`src/rtl/fetch_unit_if.sv`:
```
// Fetch-to-decode and fetch-to-instruction-BRAM signal bundle.
// The fetch unit uses the slave view; the decode/BRAM side uses master.
interface fetch_unit_if #(
   parameter int INST_SIZE = 10
);
   logic                 start;
   logic                 stall;
   logic                 redirect_valid;
   logic [31:0]          redirect_pc;
   logic                 halt;
   logic [INST_SIZE-1:0] imem_addr;
   logic [31:0]          imem_rdata;
   logic [31:0]          pc;
   logic [31:0]          inst;
   logic                 valid;
   logic                 running;
   logic [31:0]          issue_count;

   modport slave (
      input  start, stall, redirect_valid, redirect_pc, halt, imem_rdata,
      output imem_addr, pc, inst, valid, running, issue_count
   );

   modport master (
      output start, stall, redirect_valid, redirect_pc, halt, imem_rdata,
      input  imem_addr, pc, inst, valid, running, issue_count
   );
endinterface

```
`src/rtl/fetch_unit.sv`:
```
// Instruction fetch: owns the PC, addresses a 1-cycle-latency BRAM and presents
// pc/inst to decode with stall hold, redirect squash and halt on stop.
module fetch_unit #(
   parameter int          INST_SIZE = 10,
   parameter logic [31:0] RESET_PC  = 32'h0
) (
   input logic         clk,
   input logic         rstn,
   fetch_unit_if.slave bus
);
   typedef enum logic [1:0] {
      S_IDLE = 2'd0,
      S_RUN  = 2'd1,
      S_HALT = 2'd2
   } state_t;

   state_t      r_state,       w_state_nx;
   logic [31:0] r_fpc,         w_fpc_nx;
   logic [31:0] r_dpc,         w_dpc_nx;
   logic        r_dvalid,      w_dvalid_nx;
   logic [31:0] r_hold_inst,   w_hold_inst_nx;
   logic        r_hold_valid,  w_hold_valid_nx;
   logic [31:0] r_issue_cnt,   w_issue_cnt_nx;
   logic [31:0] w_redir_tgt;

   assign w_redir_tgt = bus.redirect_pc & ~32'h3;

   always_ff @(posedge clk or negedge rstn) begin
      if (!rstn) begin
         r_state      <= S_IDLE;
         r_fpc        <= RESET_PC;
         r_dpc        <= RESET_PC;
         r_dvalid     <= 1'b0;
         r_hold_inst  <= 32'h0;
         r_hold_valid <= 1'b0;
         r_issue_cnt  <= 32'h0;
      end else begin
         r_state      <= w_state_nx;
         r_fpc        <= w_fpc_nx;
         r_dpc        <= w_dpc_nx;
         r_dvalid     <= w_dvalid_nx;
         r_hold_inst  <= w_hold_inst_nx;
         r_hold_valid <= w_hold_valid_nx;
         r_issue_cnt  <= w_issue_cnt_nx;
      end
   end

   always_comb begin
      w_state_nx      = r_state;
      w_fpc_nx        = r_fpc;
      w_dpc_nx        = r_dpc;
      w_dvalid_nx     = r_dvalid;
      w_hold_inst_nx  = r_hold_inst;
      w_hold_valid_nx = r_hold_valid;
      w_issue_cnt_nx  = r_issue_cnt;
      case (r_state)
         S_IDLE: begin
            w_dvalid_nx = 1'b0;
            if (bus.start) begin
               w_fpc_nx   = RESET_PC;
               w_state_nx = S_RUN;
            end
         end
         S_RUN: begin
            // Redirect outranks everything: the presented word is squashed uncounted.
            if (bus.redirect_valid) begin
               w_fpc_nx        = w_redir_tgt;
               w_dvalid_nx     = 1'b0;
               w_hold_valid_nx = 1'b0;
            end else if (bus.halt && r_dvalid && !bus.stall) begin
               w_issue_cnt_nx = r_issue_cnt + 32'd1;
               w_dvalid_nx    = 1'b0;
               w_state_nx     = S_HALT;
            end else if (bus.stall) begin
               // BRAM keeps reading fpc, so freeze the presented word locally.
               if (!r_hold_valid && r_dvalid) begin
                  w_hold_inst_nx  = bus.imem_rdata;
                  w_hold_valid_nx = 1'b1;
               end
            end else begin
               w_dpc_nx        = r_fpc;
               w_dvalid_nx     = 1'b1;
               w_fpc_nx        = r_fpc + 32'd4;
               w_hold_valid_nx = 1'b0;
               if (r_dvalid) begin
                  w_issue_cnt_nx = r_issue_cnt + 32'd1;
               end
            end
         end
         S_HALT: begin
            w_dvalid_nx = 1'b0;
         end
         default: begin
            w_state_nx = S_IDLE;
         end
      endcase
   end

   assign bus.imem_addr   = r_fpc[INST_SIZE+1:2];
   assign bus.pc          = r_dpc;
   assign bus.valid       = r_dvalid;
   assign bus.inst        = r_hold_valid ? r_hold_inst : (r_dvalid ? bus.imem_rdata : 32'h0);
   assign bus.running     = (r_state == S_RUN);
   assign bus.issue_count = r_issue_cnt;
endmodule

```
`src/flat_wrapper.sv`:
```
// flat-port wrapper written by rule: the top's interface ports become plain ports
module fetch_unit_flat 
#(
   parameter int          INST_SIZE = 10,
   parameter logic [31:0] RESET_PC  = 32'h0
)
  (clk, rstn, bus_start, bus_stall, bus_redirect_valid, bus_redirect_pc, bus_halt, bus_imem_rdata, bus_imem_addr, bus_pc, bus_inst, bus_valid, bus_running, bus_issue_count);
  fetch_unit_if #(.INST_SIZE(INST_SIZE)) bus_i ();
  input logic clk;
  input logic rstn;
  input wire logic [$bits(bus_i.start)-1:0] bus_start;
  input wire logic [$bits(bus_i.stall)-1:0] bus_stall;
  input wire logic [$bits(bus_i.redirect_valid)-1:0] bus_redirect_valid;
  input wire logic [$bits(bus_i.redirect_pc)-1:0] bus_redirect_pc;
  input wire logic [$bits(bus_i.halt)-1:0] bus_halt;
  input wire logic [$bits(bus_i.imem_rdata)-1:0] bus_imem_rdata;
  output wire logic [$bits(bus_i.imem_addr)-1:0] bus_imem_addr;
  output wire logic [$bits(bus_i.pc)-1:0] bus_pc;
  output wire logic [$bits(bus_i.inst)-1:0] bus_inst;
  output wire logic [$bits(bus_i.valid)-1:0] bus_valid;
  output wire logic [$bits(bus_i.running)-1:0] bus_running;
  output wire logic [$bits(bus_i.issue_count)-1:0] bus_issue_count;
  assign bus_i.start = bus_start;
  assign bus_i.stall = bus_stall;
  assign bus_i.redirect_valid = bus_redirect_valid;
  assign bus_i.redirect_pc = bus_redirect_pc;
  assign bus_i.halt = bus_halt;
  assign bus_i.imem_rdata = bus_imem_rdata;
  assign bus_imem_addr = bus_i.imem_addr;
  assign bus_pc = bus_i.pc;
  assign bus_inst = bus_i.inst;
  assign bus_valid = bus_i.valid;
  assign bus_running = bus_i.running;
  assign bus_issue_count = bus_i.issue_count;
  fetch_unit #(.INST_SIZE(INST_SIZE), .RESET_PC(RESET_PC)) u_core (.clk(clk), .rstn(rstn), .bus(bus_i));
endmodule
```
`config.mk`:
```
export PLATFORM = sky130hd
export DESIGN_NAME = fetch_unit_flat
export DESIGN_NICKNAME = d
export VERILOG_FILES = /design/src/rtl/fetch_unit_if.sv /design/src/rtl/fetch_unit.sv /design/src/flat_wrapper.sv
export SDC_FILE = /design/constraint.sdc
export NUM_CORES = 1
export LEC_CHECK = 0
export CAP_MARGIN = 25
export CORE_MARGIN = 10
export CORE_UTILIZATION = 45
export CTS_BUF_LIST = sky130_fd_sc_hd__clkbuf_2
export CTS_CLUSTER_SIZE = 40
export DETAILED_ROUTE_END_ITERATION = 7
export GPL_ROUTABILITY_DRIVEN = 1
export PLACE_DENSITY = 0.77
export SLEW_MARGIN = 0
export SYNTH_ARGS = -nofsm -noshare
export SYNTH_HDL_FRONTEND = slang
export SYNTH_SLANG_ARGS = --single-unit
```
`constraint.sdc`:
```
create_clock -name clk -period 6.3 [get_ports clk]
set_clock_uncertainty 0.05 [all_clocks]
set_input_delay 1.26 -clock clk [delete_from_list [all_inputs] [get_ports clk]]
set_output_delay 1.26 -clock clk [all_outputs]
set_load 0.005 [all_outputs]
```
# Word level (Yosys, flattened, before mapping)
# Cells that the tools add are included.
word_totals:
  word_cells: 63
  inputBits: 70
  regBits: 132
  output_inout_bits: 108
op_classes:
  n_eq_ne: 11
  n_mux: 22
  addsub: 2
  bitwise: 4
  n_reduce_logical: 17
ops:
  columns: ["operator", "count"]
  rows:
  - ["2-to-1 mux 32 bit", 9]
  - ["one-hot mux 32 bit (2 select lines)", 1]
  - ["adder 32 x 1 -> 32 bit (second input constant)", 1]
  - ["adder 32 x 3 -> 32 bit (second input constant)", 1]
  - ["AND reduction 4 bit", 4]
  - ["2-to-1 mux 1 bit", 7]
  - ["2-to-1 mux 2 bit", 3]
  - ["inequality test 2 bit (second input constant)", 3]
  - ["inequality test 3 bit (second input constant)", 2]
  - ["one-hot mux 2 bit (3 select lines)", 1]
  - ["nonzero test 2 bit", 3]
  - ["AND reduction 5 bit", 1]
  - ["inequality test 2 x 1 -> 1 bit (second input constant)", 2]
  - ["inequality test 4 x 3 -> 1 bit (second input constant)", 1]
  - ["NOT 1 bit", 4]
  - ["logical AND 1 bit", 3]
  - ["inequality test 3 x 1 -> 1 bit (second input constant)", 1]
  - ["AND reduction 3 bit", 1]
  - ["equality test 2 x 1 -> 1 bit (second input constant)", 1]
  - ["equality test 2 bit (second input constant)", 1]
  - ["zero test 1 bit", 2]
  - ["zero test 2 bit", 1]
  - ["one-hot mux 1 bit (2 select lines)", 1]
  - ["AND reduction 2 bit", 1]
  - ["OR reduction 2 bit", 1]

# Longest topological paths before layout
# Gate-level depths: netlist (run 1).
depth:
  depth_word: 6
  ltp_mapped: 8
  mapped_depth_nobuf: 7

# Worst setup path before layout (run 1)
# No wires, ideal clock.
synth_timing:
  path_kind: "input-to-reg"
  from: "input port bus_redirect_valid"
  to: "register u_core.r_issue_cnt[17], in the netlist u_core.bus.issue_count[17]"
  n_path_buf: 1
  path_slack_ns: 3.423
  t_arrival_ns: 2.748
  setup_ns: 0.079
  path_stages: 6
  path_cell_list: "buf_2 or3b_1 nor4b_4 and2_1 and3_1 xor2_1"
synth_via:
  elab_chain_len: 2
synth_rtl:
  columns: ["item", "line_no", "rtl"]
  rows:
  - ["from (decl)", "flat_wrapper.sv:13", "input wire logic [$bits(bus_i.redirect_valid)-1:0] bus_redirect_valid;"]
  - ["NOT 1 bit (no line)", null, null]
  - ["AND reduction 4 bit (no line)", null, null]
  - ["to (signal assigned)", "fetch_unit.sv:44", "r_issue_cnt <= w_issue_cnt_nx;"]
  - ["to (decl)", "fetch_unit.sv:23", "logic [31:0] r_issue_cnt, w_issue_cnt_nx;"]
# No other way between the ends.
# A chain may end at the register's enable or synchronous reset.

# Final worst setup path (run 1)
layout_timing:
  from: "register u_core.r_dvalid, in the netlist u_core.bus.valid"
  to: "output port bus_inst[8]"
layout_via:
  elab_chain_len: 2
layout_rtl:
  columns: ["item", "line_no", "rtl"]
  rows:
  - ["from (decl)", "fetch_unit.sv:20", "logic r_dvalid, w_dvalid_nx;"]
  - ["from (signal assigned)", "fetch_unit.sv:41", "r_dvalid <= w_dvalid_nx;"]
  - ["2-to-1 mux 32 bit (2 in series)", "fetch_unit.sv:102", "assign bus.inst = r_hold_valid ? r_hold_inst : (r_dvalid ? bus.imem_rdata : 32'h0);"]
  - ["to (decl)", "flat_wrapper.sv:19", "output wire logic [$bits(bus_i.inst)-1:0] bus_inst;"]
# No other way between the ends.

==> impl_metrics.ini, run 1 <==
[timing]
min_period_over_period = 0.672
tightest_slew_ns = 1.02
final-setup-viol-count = 0
tns_ns = 0
slew_violations = 0
slew_headroom = 0.316
rsz0062_at_grt = no
whs_ns = 0.405
fmax_mhz = 236
finalHoldViolCount = 0
period_minus_slack_ns = 4.23

[power]
total_power_w = 0.00126
cellPowerDensity_nw_per_um2 = 153
irDropWorstVdd_mv = 0.0944
power_leakage_nw = 3.77

[yosys]
synth_fa_ha_area_frac = 0.00398
synth-simple-area-share = 0.192
syn_area_um2 = 6290
yosysWarnings = 0
synthMuxAreaShare = 0.0670
synth_top_flop_cell = dfrtp_1
syn_avg_cell_area_um2 = 9.97
ys_seq_area_frac = 0.509
synth_top_family_by_area = simple AND/OR/NAND/NOR gates
synth_compound_area_frac = 0.139
yosysUniqueCellTypes = 53
synth_top_area_frac = 0.509
synth_top_cells_by_area = dfrtp_1 (51%), nand2_1 (6.9%), mux2_2 (5.9%)
synth_seq_cells = 128
synth_commonest_cells = dfrtp_1 (128), nand2_1 (116), mux2_2 (33), a22o_1 (32), nor2_1 (32)
synth-xor-area-share = 0.0445
async_reset_ff_frac = 1.00
yosysMostFrequentCell = dfrtp_1
synthCells = 631
yosys.area.top_type = dfrtp_1
synth_edf_count = 0

[drt]
drc = 0
vias_per_cell = 5.69
vias = 5541
final_antenna_net_count = 0
drt-initial-drc-count = 481
wirelength_um = 18100
routedWlPerCell_um = 18.5
drtPass1Iterations = 5

[place]
gp_congestion = 0.917
hpwl_um = 13000
port-buffer-count = 173
dp.cells = 944

[job]
maxCapViolations = 0

[worst_setup_path]
critPathArrivalTime_ns = 2.92
worst_path_max_delay_cell = dfrtp_1
path_buf_inv = 2
r2r_cells = 6
crit_path_cell_trace = nor2b_2 > buf_8 > a22o_1 > clkdlybuf4s50_1
crit_family = buffers and inverters
critPathMaxFanout = 17
cp_data_required_time_ns = 4.99
worstSetupEndpointType = output pin
cp.depth = 4
max_stage_delay_ns = 0.67
path_class = flip-flop to output pin
start_kind = flip-flop

[global_routing]
met3_usage = 0.0596
grt_util_met2 = 0.293
grt.busiest_layer = met2
grt_pass1_vias = 5465
grt_first_pass_wirelength_um = 29000
met1_usage = 0.216
grt_max_degree = 82
grt_overflow_total = 0
antenna_found_initial = 4
grt_use_total = 0.183

[cts]
path_clk_slew_ns = 0.16
cts_tree = built
cts_htree_levels = 4
clockBufferDepth = 2
cts_made_buffers = 17
post_cts_resized = 0
clock-root-buffer = clkbuf_2
insertion_delay_ns = 0.69
ctsHoldBuffers = 0
post_cts_buffers = 0
cts_num_sinks = 128

[status]
status = completed

[floorplanning]
fp.dieArea_um2 = 19100
std_cell_rows = 43
start_util = 0.457
die_height_um = 138
die_w_um = 138
io_pins = 178
core_um2 = 13800

[final_layout]
syn2layout_area_growth_pct = 31.0
fin_nets = 856
drive_above_1_share = 0.0924
post_layout_nonfiller_instances = 974

[worst_hold_path]
min_path_type = input pin to asynchronous set/reset pin
==> sequential cells by signal (all words and copies together) (netlist names) <==
name                    cells
u_core.bus.issue_count     32
u_core.bus.pc              30
u_core.bus.valid            1
u_core.r_hold_inst         32
u_core.r_state              2
u_core.r_hold_valid         1
u_core.r_fpc               30
==> per-stage QoR <==
| step | setup WS, ns | cell area [um^2] | utilization |
|---|---|---|---|
| after floorplan | 3.42 | 6300 | - |
| after global placement | 2.33 | 8070 | 0.586 |
| after detailed placement | 2.25 | 8080 | 0.587 |
| after CTS | 1.98 | 8200 | 0.596 |
| after global routing | 1.82 | 8240 | 0.598 |
| final | 2.07 | 8240 | 0.598 |
==> worst reg2reg max path: stages (launching register included) <==
cell,delay (ns)
dfrtp_1,0.52
ha_1,0.26
nand3_1,0.20
nor3_1,0.76
nand3_1,0.26
o41ai_1,0.41
a221o_1,0.17
==> power breakdown <==
group / total [W] / leakage, nW / internal (W) / switching, W
combinational: 0.0000765 / 1.92 / 0.0000425 / 0.0000340
sequential: 0.000822 / 1.75 / 0.000822 / 0
clock: 0.000360 / 0.0980 / 0.0000878 / 0.000273
total: 0.00126 / 3.77 / 0.000952 / 0.000307
==> routing by layer <==
metal / share of wire / up-vias
li1: - / 2562
met1: 0.41 / 2717
met2: 0.49 / 223
met3: 0.079 / 39
met4: 0.024 / 0
met5: 0 / -
==> logic make-up after synthesis <==
group,Yosys count
and+or+nand+nor,248
DFF,128
AOI/OAI and AO/OA,125
buffers and inverters,57
muxes,38
xor gates and xnor gates,32
adders and majority gates,2
other,1
==> cells in the final DEF, fill, tap and decap left out, types with 6 or more instances in the layout <==
| cell type | count |
|---|---|
| a21oi_1 | 15 |
| a22o_1 | 32 |
| a22oi_1 | 10 |
| and3_1 | 12 |
| buf_4 | 6 |
| clkbuf_2 | 20 |
| clkdlybuf4s50_1 | 172 |
| dfrtp_1 | 128 |
| inv_1 | 9 |
| mux2_2 | 33 |
| nand2_1 | 116 |
| nand3_1 | 25 |
| nand4_1 | 22 |
| nor2_1 | 32 |
| nor3_1 | 9 |
| o21ai_0 | 31 |
| or4_1 | 6 |
| xnor2_1 | 20 |
| xor2_1 | 12 |
==> cell type report <==
| cell class | instances | area (um^2) |
|---|---|---|
| Antenna cell | 4 | 10.0 |
| Clock buffer | 20 | 100 |
| Clock inverter | 5 | 22.5 |
| Timing Repair Buffer | 181 | 1820 |
| Fill cell | 1185 | 5530 |
| Tap cell | 180 | 225 |
| Inverter | 9 | 33.8 |
| Multi-Input combinational cell | 447 | 2830 |
| Sequential cell | 128 | 3200 |
==> worst paths after layout <==
kind,start,endpoint,slack (ns)
setup / recovery,u_core.bus.valid,bus_inst[8],2.07
hold / removal,rstn,u_core.bus.pc[22],0.41
setup reg to reg,u_core.r_fpc[3],u_core.r_fpc[30],3.61
hold reg to reg,u_core.bus.issue_count[31],u_core.bus.issue_count[31],0.43
max in group asynchronous,rstn,u_core.r_hold_inst[31],4.66
min in group clk,u_core.bus.issue_count[31],u_core.bus.issue_count[31],0.43
No activity file was read; power rests on OpenSTA's default activity.
==> run 2, diff against run 1 <==
--- a/config.mk
+++ b/config.mk
@@ -12,7 +12,7 @@
 export CTS_CLUSTER_SIZE = 40
 export DETAILED_ROUTE_END_ITERATION = 7
 export GPL_ROUTABILITY_DRIVEN = 1
-export PLACE_DENSITY = 0.77
+export PLACE_DENSITY = 0.8
 export SLEW_MARGIN = 0
 export SYNTH_ARGS = -nofsm -noshare
 export SYNTH_HDL_FRONTEND = slang
==> constraint.sdc (replaced) <==
create_clock -name clk -period 3.86 [get_ports clk]
set_clock_uncertainty 0.05 [all_clocks]
set_input_delay 0.772 -clock clk [delete_from_list [all_inputs] [get_ports clk]]
set_output_delay 0.772 -clock clk [all_outputs]
set_load 0.005 [all_outputs]
==> run 2 against run 1 <==
Routed wire length up 1.9%; register-to-register slack worse by 2.3 ns; cell area rose by 2.2%.
==> impl_metrics.ini, run 2 (synthesized netlist as in run 1, its figures left out) <==
[status]
status = completed

[cts]
cts_made_buffers = 17
post_cts_resized = 0
path_clk_slew_ns = 0.17
cts_num_sinks = 128
cts_htree_levels = 4
clock-root-buffer = clkbuf_2
cts_tree = built
insertion_delay_ns = 0.71
clockBufferDepth = 2

[worst_setup_path]
max_stage_delay_ns = 0.64
critPathArrivalTime_ns = 2.64
startpoint = u_core.bus.valid
critPathMaxFanout = 31
rrSetupSlack_ns = 1.28
crit_path_end = bus_inst[15]
crit_family = buffers and inverters
path_buf_inv = 2
path_class = flip-flop to output pin
start_kind = flip-flop
worst_path_max_delay_cell = dfrtp_1
crit_path_cell_trace = nor2b_2 > buf_4 > a22o_1 > clkdlybuf4s50_1
worstSetupEndpointType = output pin
cp_data_required_time_ns = 3.04
rr_endpoint = u_core.r_fpc[26]
cp.depth = 4
r2r_start = u_core.r_fpc[2]
r2r_cells = 6

[timing]
rsz0062_at_grt = no
finalHoldViolCount = 0
fmax_mhz = 289
slew_violations = 0
tns_ns = 0
whs_ns = 0.452
slew_headroom = 0.336
tightest_slew_ns = 0.995
final-setup-viol-count = 0
min_period_over_period = 0.897
period_minus_slack_ns = 3.46

[drt]
drt-initial-drc-count = 533
drc = 0
drtPass1Iterations = 6
routedWlPerCell_um = 18.7
final_antenna_net_count = 0
vias_per_cell = 5.64
wirelength_um = 18400
vias = 5542

[place]
hpwl_um = 13400
port-buffer-count = 173
gp_congestion = 0.885

[floorplanning]
std_cell_rows = 43
core_um2 = 13800
io_pins = 178
die_w_um = 138
fp.dieArea_um2 = 19100
die_height_um = 138
start_util = 0.457

[final_layout]
mostFrequentLayoutCells = clkdlybuf4s50_1 (172), dfrtp_1 (128), nand2_1 (115), mux2_2 (33)
regArea_um2 = 3200
syn2layout_area_growth_pct = 33.9
multi_input_area_um2 = 2830
final_core_util = 0.612
final_common_cell = clkdlybuf4s50_1
drive_above_1_share = 0.105
fin_nets = 859
fill_cells = 1118

[global_routing]
grt_pass1_vias = 5539
antenna_found_initial = 2
grt_overflow_total = 0
grt_use_total = 0.188
grt_first_pass_wirelength_um = 29900
grt_max_degree = 88

[job]
maxCapViolations = 0

[power]
irDropWorstVdd_mv = 0.227
power_leakage_nw = 3.85
cellPowerDensity_nw_per_um2 = 294

[worst_hold_path]
min_path_type = flip-flop to flip-flop
## run 2: cell count changes in the layout (fill, tap and decap cells not counted), moves of 2 or more
cell / previous run / this run
clkinv_4: 0 / 3
diode_2: 4 / 2
bufinv_16: 0 / 5
clkbuf_2: 20 / 18
buf_4: 6 / 10
clkinvlp_4: 0 / 2
## run 2: routing by layer
layer | up-vias | GRT usage | wire, um
li1 | 2569 | - | -
met1 | 2721 | 0.233 | 7630
met2 | 227 | 0.306 | 9180
met3 | 25 | 0.0545 | 1240
met4 | 0 | 0.0649 | 348
met5 | - | 0 | 0
## run 2: per-stage QoR
| stage | setup WS [ns] | area (um^2) | total power (W) | std cells |
|---|---|---|---|---|
| floorplan | 1.47 | 6300 | 0.00138 | 632 |
| global route | 0.197 | 8430 | 0.00258 | 982 |
| CTS | 0.337 | 8420 | 0.00251 | 980 |
| global placement | 0.784 | 8110 | 0.00149 | 947 |
| detailed placement | 0.741 | 8110 | 0.00149 | 947 |
| finish | 0.396 | 8430 | 0.00248 | 982 |
## run 2: area by class of cell
cell class | count | share of cell area
flip-flops and latches | 128 | 0.380
repair buffers | 184 | 0.217
diodes | 2 | 0.000594
multi-input cells | 447 | 0.336
clock buffers | 18 | 0.0107
well taps | 180 | 0.0267
inverters | 9 | 0.00401
clock inverters | 14 | 0.0254
## run 2: power breakdown
group          internal [W]  switching (W)
Sequential          0.00134              0
Combinational     0.0000682      0.0000545
Clock              0.000494       0.000522
Total               0.00190       0.000577
## run 2: how the worst min path moves through the flow
| stage | from | cells after the start | endpoint |
|---|---|---|---|
| 2_1_floorplan | u_core.bus.issue_count[31] | 1 | u_core.bus.issue_count[31] |
| 4_1_cts | u_core.bus.issue_count[31] | 1 | u_core.bus.issue_count[31] |
| 3_5_place_dp | u_core.bus.pc[30] | 2 | u_core.bus.pc[30] |
| 6_report | u_core.bus.pc[9] | 2 | u_core.bus.pc[9] |
| 3_3_place_gp | u_core.bus.issue_count[31] | 1 | u_core.bus.issue_count[31] |
| 5_1_grt | u_core.bus.issue_count[31] | 1 | u_core.bus.issue_count[31] |
## run 2: worst reg2reg max path, cell delays in order (launching register included)
cell and delay [ns]:
dfrtp_1 0.55, ha_1 0.28, nand3_1 0.19, nor3_1 0.67
nand3_1 0.26, o41ai_1 0.38, a221o_1 0.17
## run 2: what timing repair did
item / in CTS / in global routing
hold endpoints to repair: 41 / 0
hold buffers: 1 / 0
setup buffers: 0 / 0
